File: config.mk
export PLATFORM = sky130hd
export DESIGN_NAME = sequential_carry_select_adder
export DESIGN_NICKNAME = d
export VERILOG_FILES = /design/src/rtl/sequential_carry_select_adder.sv
export SDC_FILE = /design/constraint.sdc
export NUM_CORES = 1
export LEC_CHECK = 0
export BUFFER_PORTS_ARGS = -buffer_cell sky130_fd_sc_hd__clkbuf_2
export CAP_MARGIN = 25
export CORE_MARGIN = 1
export CORE_UTILIZATION = 55
export DETAILED_ROUTE_END_ITERATION = 7
export PLACE_DENSITY = 0.87
export SLEW_MARGIN = 40
export SYNTH_ARGS = -nofsm -noshare
export SYNTH_HDL_FRONTEND = slang
export SYNTH_HIERARCHICAL = 1
export SYNTH_SLANG_ARGS = --single-unit
File: constraint.sdc
create_clock -name clk -period 6.3 [get_ports clk]
set_clock_uncertainty 0.2 [all_clocks]
set_input_delay 0.315 -clock clk [delete_from_list [all_inputs] [get_ports clk]]
set_output_delay 0.315 -clock clk [all_outputs]
set_load 0.02 [all_outputs]
File: src/rtl/sequential_carry_select_adder.sv
// Multi-cycle adder: one carry-select slice per clock, LSB slice first.
// Slice carry is kept in a register and selects the precomputed slice result.
module carry_select_adder_rca_N_block #(
  parameter int N = 4
) (
  input  logic [N-1:0] a,
  input  logic [N-1:0] b,
  input  logic         select,
  output logic [N-1:0] sum,
  output logic         cout
);
  logic [N:0]   c0;
  logic [N:0]   c1;
  logic [N-1:0] s0;
  logic [N-1:0] s1;

  // Two ripple chains, one per assumed carry-in.
  always_comb begin
    c0    = '0;
    c1    = '0;
    s0    = '0;
    s1    = '0;
    c1[0] = 1'b1;
    for (int i = 0; i < N; i++) begin
      s0[i]   = a[i] ^ b[i] ^ c0[i];
      s1[i]   = a[i] ^ b[i] ^ c1[i];
      c0[i+1] = (a[i] & b[i]) | ((a[i] ^ b[i]) & c0[i]);
      c1[i+1] = (a[i] & b[i]) | ((a[i] ^ b[i]) & c1[i]);
    end
  end

  assign sum  = select ? s1 : s0;
  assign cout = select ? c1[N] : c0[N];
endmodule

module sequential_carry_select_adder #(
  parameter int N      = 4,
  parameter int BLOCKS = 4
) (
  input  logic            clk,
  input  logic            rst_n,
  input  logic            in_valid,
  output logic            in_ready,
  input  logic [N*BLOCKS-1:0] a,
  input  logic [N*BLOCKS-1:0] b,
  input  logic            cin,
  output logic            out_valid,
  input  logic            out_ready,
  output logic [N*BLOCKS-1:0] sum,
  output logic            cout,
  output logic            busy
);
  localparam int W  = N * BLOCKS;
  localparam int IW = (BLOCKS > 1) ? $clog2(BLOCKS) : 1;

  localparam logic [1:0] IDLE = 2'd0;
  localparam logic [1:0] RUN  = 2'd1;
  localparam logic [1:0] DONE = 2'd2;

  logic [1:0]    state;
  logic [IW-1:0] idx;
  logic          carry;
  logic [W-1:0]  a_q;
  logic [W-1:0]  b_q;
  logic [N-1:0]  slice_sum;
  logic          slice_cout;
  logic          last;

  assign last = (idx == IW'(BLOCKS - 1));

  carry_select_adder_rca_N_block #(
    .N (N)
  ) u_slice (
    .a      (a_q[idx*N +: N]),
    .b      (b_q[idx*N +: N]),
    .select (carry),
    .sum    (slice_sum),
    .cout   (slice_cout)
  );

  always_ff @(posedge clk or negedge rst_n) begin
    if (!rst_n) begin
      state <= IDLE;
      idx   <= '0;
      carry <= 1'b0;
      a_q   <= '0;
      b_q   <= '0;
      sum   <= '0;
      cout  <= 1'b0;
    end else begin
      case (state)
        IDLE: begin
          if (in_valid) begin
            a_q   <= a;
            b_q   <= b;
            carry <= cin;
            idx   <= '0;
            state <= RUN;
          end
        end
        RUN: begin
          sum[idx*N +: N] <= slice_sum;
          carry           <= slice_cout;
          if (last) begin
            cout  <= slice_cout;
            state <= DONE;
          end else begin
            idx <= idx + 1'b1;
          end
        end
        DONE: begin
          if (out_ready)
            state <= IDLE;
        end
        default: state <= IDLE;
      endcase
    end
  end

  assign in_ready  = (state == IDLE);
  assign busy      = (state == RUN);
  assign out_valid = (state == DONE);
endmodule

==> impl_metrics.env <==
export IMPL_cts_tree="done"
export IMPL_fin_crit_sh_pct=54.8
export IMPL_outcome="complete, but fails checks"
export IMPL_viasPerCell=5.47
export IMPL_endpoint_kind="register"
export IMPL_yosys_area_top_type="dfrtp_1"
export IMPL_required_ns=6.32
export IMPL_switchingPower_w=0.000676
export IMPL_clkLatencyLatePin_ns=0.30
export IMPL_wl_per_cell_um=15.3
export IMPL_ctsLongestPathBuffers=2
export IMPL_h_tree_depth=2
export IMPL_antenna_cells=0
export IMPL_synth_edff_count=0
export IMPL_first_pass_iters=6
export IMPL_crit_arrival_ns=3.47
export IMPL_port_buffers=56
export IMPL_dp_hpwl_um=3360
export IMPL_synth_top_area_share_pct=52.0
export IMPL_num_nets_final=287
export IMPL_power_frac_comb_pct=50.2
export IMPL_synth_xor_area_share_pct=0.337
export IMPL_dieArea_sq_um=5000
export IMPL_drive_gt1_share_pct=43.6
export IMPL_p_per_area_nw_per_um2=558
export IMPL_gp_congestion=0.741
export IMPL_wl_um=4480
export IMPL_fmax_mhz=290
export IMPL_synth_most_common_cell="dfrtp_1"
export IMPL_min_path_type="input port to register"
export IMPL_grtUsageTotal_pct=20.6
export IMPL_start_util_pct=58.4
export IMPL_synth_common_cells="dfrtp_1, mux2_2, nand2_1"
export IMPL_setup_worst_path_class="register to register"
export IMPL_clock_sinks=54
export IMPL_seq_area_frac_synth_pct=52.0
export IMPL_setup_tns_final_ns=0
export IMPL_vdd_ir_drop_max_uv=257
export IMPL_die_y_um=70.7
export IMPL_synth_area_per_cell_sq_um=14.4
export IMPL_grt_pass1_vias=1685
export IMPL_finalMaxSlewViolations=0
export IMPL_synth_ff_type="dfrtp_1"
export IMPL_period_needed_ns=3.45
export IMPL_drt_iter0_markers=49
export IMPL_synth_warnings=6
export IMPL_async_flop_share_pct=100
export IMPL_core_sq_um=4440
export IMPL_die_w_um=70.7
export IMPL_syn_cell_area_sq_um=2600
export IMPL_drtAntennaViolNets=0
export IMPL_fin_ws_ns=2.85
export IMPL_swShare_pct=40.4
export IMPL_rsz0062_at_grt="false"
export IMPL_nFillCells=336
export IMPL_synth_seq_cells=54
export IMPL_synth_compound_area_share_pct=5.35
export IMPL_grt_max_degree=55
export IMPL_io_pins=57
export IMPL_synthTopCellsByArea="dfrtp_1, mux2_2, mux4_2"
export IMPL_area_growth_pct=15.5
export IMPL_p_seq_share_pct=38.2
export IMPL_clockPowerShare_pct=11.5
export IMPL_synthSimpleGateAreaFrac_pct=10.3
export IMPL_maxSlewHeadroom_pct=56.1
export IMPL_yosys_area_share_adder_pct=5.68
export IMPL_finalHoldViolCount=0
export IMPL_p_leak_nw=1.45
export IMPL_cap_violations=0
export IMPL_path_max_fanout=16
export IMPL_syn_nets=228
export IMPL_grt_pass1_wl_um=7910
export IMPL_synth_distinct_cells=30
export IMPL_startpoint_type="register"
export IMPL_drc=8
export IMPL_synth_top_family_by_area="multiplexers"
export IMPL_num_rows=24
export IMPL_setup_viol=0
export IMPL_tightest_slew_ns=0.658
export IMPL_synthMuxAreaShare_pct=22.2
export IMPL_grt_overflow=0
export IMPL_vias=1603
export IMPL_path_clk_slew_ns=0.09
export IMPL_synthCells=181
export IMPL_p_int_w=0.000998
export IMPL_antenna_found_initial=0
export IMPL_cts_root_buf="clkbuf_8"
export IMPL_dp_slack_ns=2.59
export IMPL_numCtsBuffers=5
export IMPL_violations="DRC"
sequential cells by signal, indices dropped and copies added, names as in the netlist:
signal,count
idx,2
sum,16
state,2
cout,1
carry,1
b_q,16
a_q,16
critical path: stages, from the launching register on:
cell and delay, ns:
dfrtp_2 0.66, mux4_2 0.58, ha_1 0.21, inv_1 0.05
mux2i_1 0.07, fa_1 0.38, fa_1 0.37, inv_1 0.08
fa_1 0.42, inv_1 0.13, nand2_1 0.06, o21ai_0 0.17
logic make-up after synthesis:
logic type / count (synthesis)
AO/OA/AOI/OAI: 21
XOR/XNOR: 1
adder cells (fa/ha/maj): 10
buffers and inverters: 19
flip-flops: 54
multiplexers: 43
AND/OR/NAND/NOR: 33
metrics by stage:
stage               util [%]  std cells  instance area [sq um]  hold slack, ns  power, W
CTS                     67.5        293                   3000          0.0167   0.00169
global placement        65.2        284                   2900           0.264   0.00145
detailed placement      65.2        284                   2900           0.274   0.00150
finish                  67.5        293                   3000          0.0249   0.00167
floorplan                  -        181                   2600          -0.181   0.00129
global route            67.5        293                   3000          0.0161   0.00182
cell type report:
class	instances	area (sq um)	share of cell area, %
flip-flops and latches	54	1350	45.1
multi-input cells	108	1140	38.0
inverters	12	45.0	1.50
clock inverters	1	5.00	0.167
well taps	52	65.1	2.17
clock buffers	7	86.3	2.88
repair buffers	59	305	10.2
path summary, 6_finish.rpt:
| path | startpoint | to | slack (ns) | depth (start not counted) |
|---|---|---|---|---|
| min in group asynchronous | rst_n | sum[14]$_DFFE_PN0P_ | 0.48 | 3 |
| hold reg to reg | a_q[15]$_DFFE_PN0P_ | a_q[15]$_DFFE_PN0P_ | 0.29 | 1 |
| setup reg to reg | idx[0]$_DFFE_PN0P_ | sum[15]$_DFFE_PN0P_ | 2.85 | 11 |
| hold / removal | a[15] | a_q[15]$_DFFE_PN0P_ | 0.02 | 2 |
| max in group asynchronous | rst_n | idx[0]$_DFFE_PN0P_ | 4.94 | 3 |
| setup / recovery | idx[0]$_DFFE_PN0P_ | sum[15]$_DFFE_PN0P_ | 2.85 | 11 |
layer usage:
| layer | up-vias | track usage [%] | wire length, um |
|---|---|---|---|
| li1 | 762 | - | - |
| met1 | 795 | 26.7 | 2050 |
| met2 | 44 | 34.1 | 2180 |
| met3 | 2 | 6.55 | 233 |
| met4 | 0 | 5.33 | 17 |
| met5 | - | 0 | 0 |
cell usage in the layout, fill, tap and decap left out, drive strengths merged, types with 2 or more instances in the layout:
master / Yosys / routed
clkbuf: 1 / 63
dfrtp: 54 / 54
mux2: 34 / 34
nand2: 16 / 16
inv: 12 / 12
o21ai: 11 / 11
a22o: 9 / 9
mux4: 8 / 8
ha: 7 / 7
nand3b: 4 / 4
nor2: 3 / 3
fa: 3 / 3
nand2b: 2 / 2
nor3b: 2 / 2
buf: 6 / 2
nor4b: 2 / 2
power by group through the flow:
stage	Sequential (W)	Combinational [W]	Clock (W)
final	0.000640	0.000841	0.000193
after global routing	0.000667	0.000938	0.000212
after CTS	0.000644	0.000850	0.000200
after detailed placement	0.000650	0.000846	0
after global placement	0.000641	0.000811	0
after floorplan	0.000616	0.000670	0
timing repair:
action	in CTS	in global routing
endpoints found under the hold margin	54	0
buffers inserted	0	0
resized for setup	0	0
hold buffers	1	0
No activity file was read; power rests on OpenSTA's default activity.
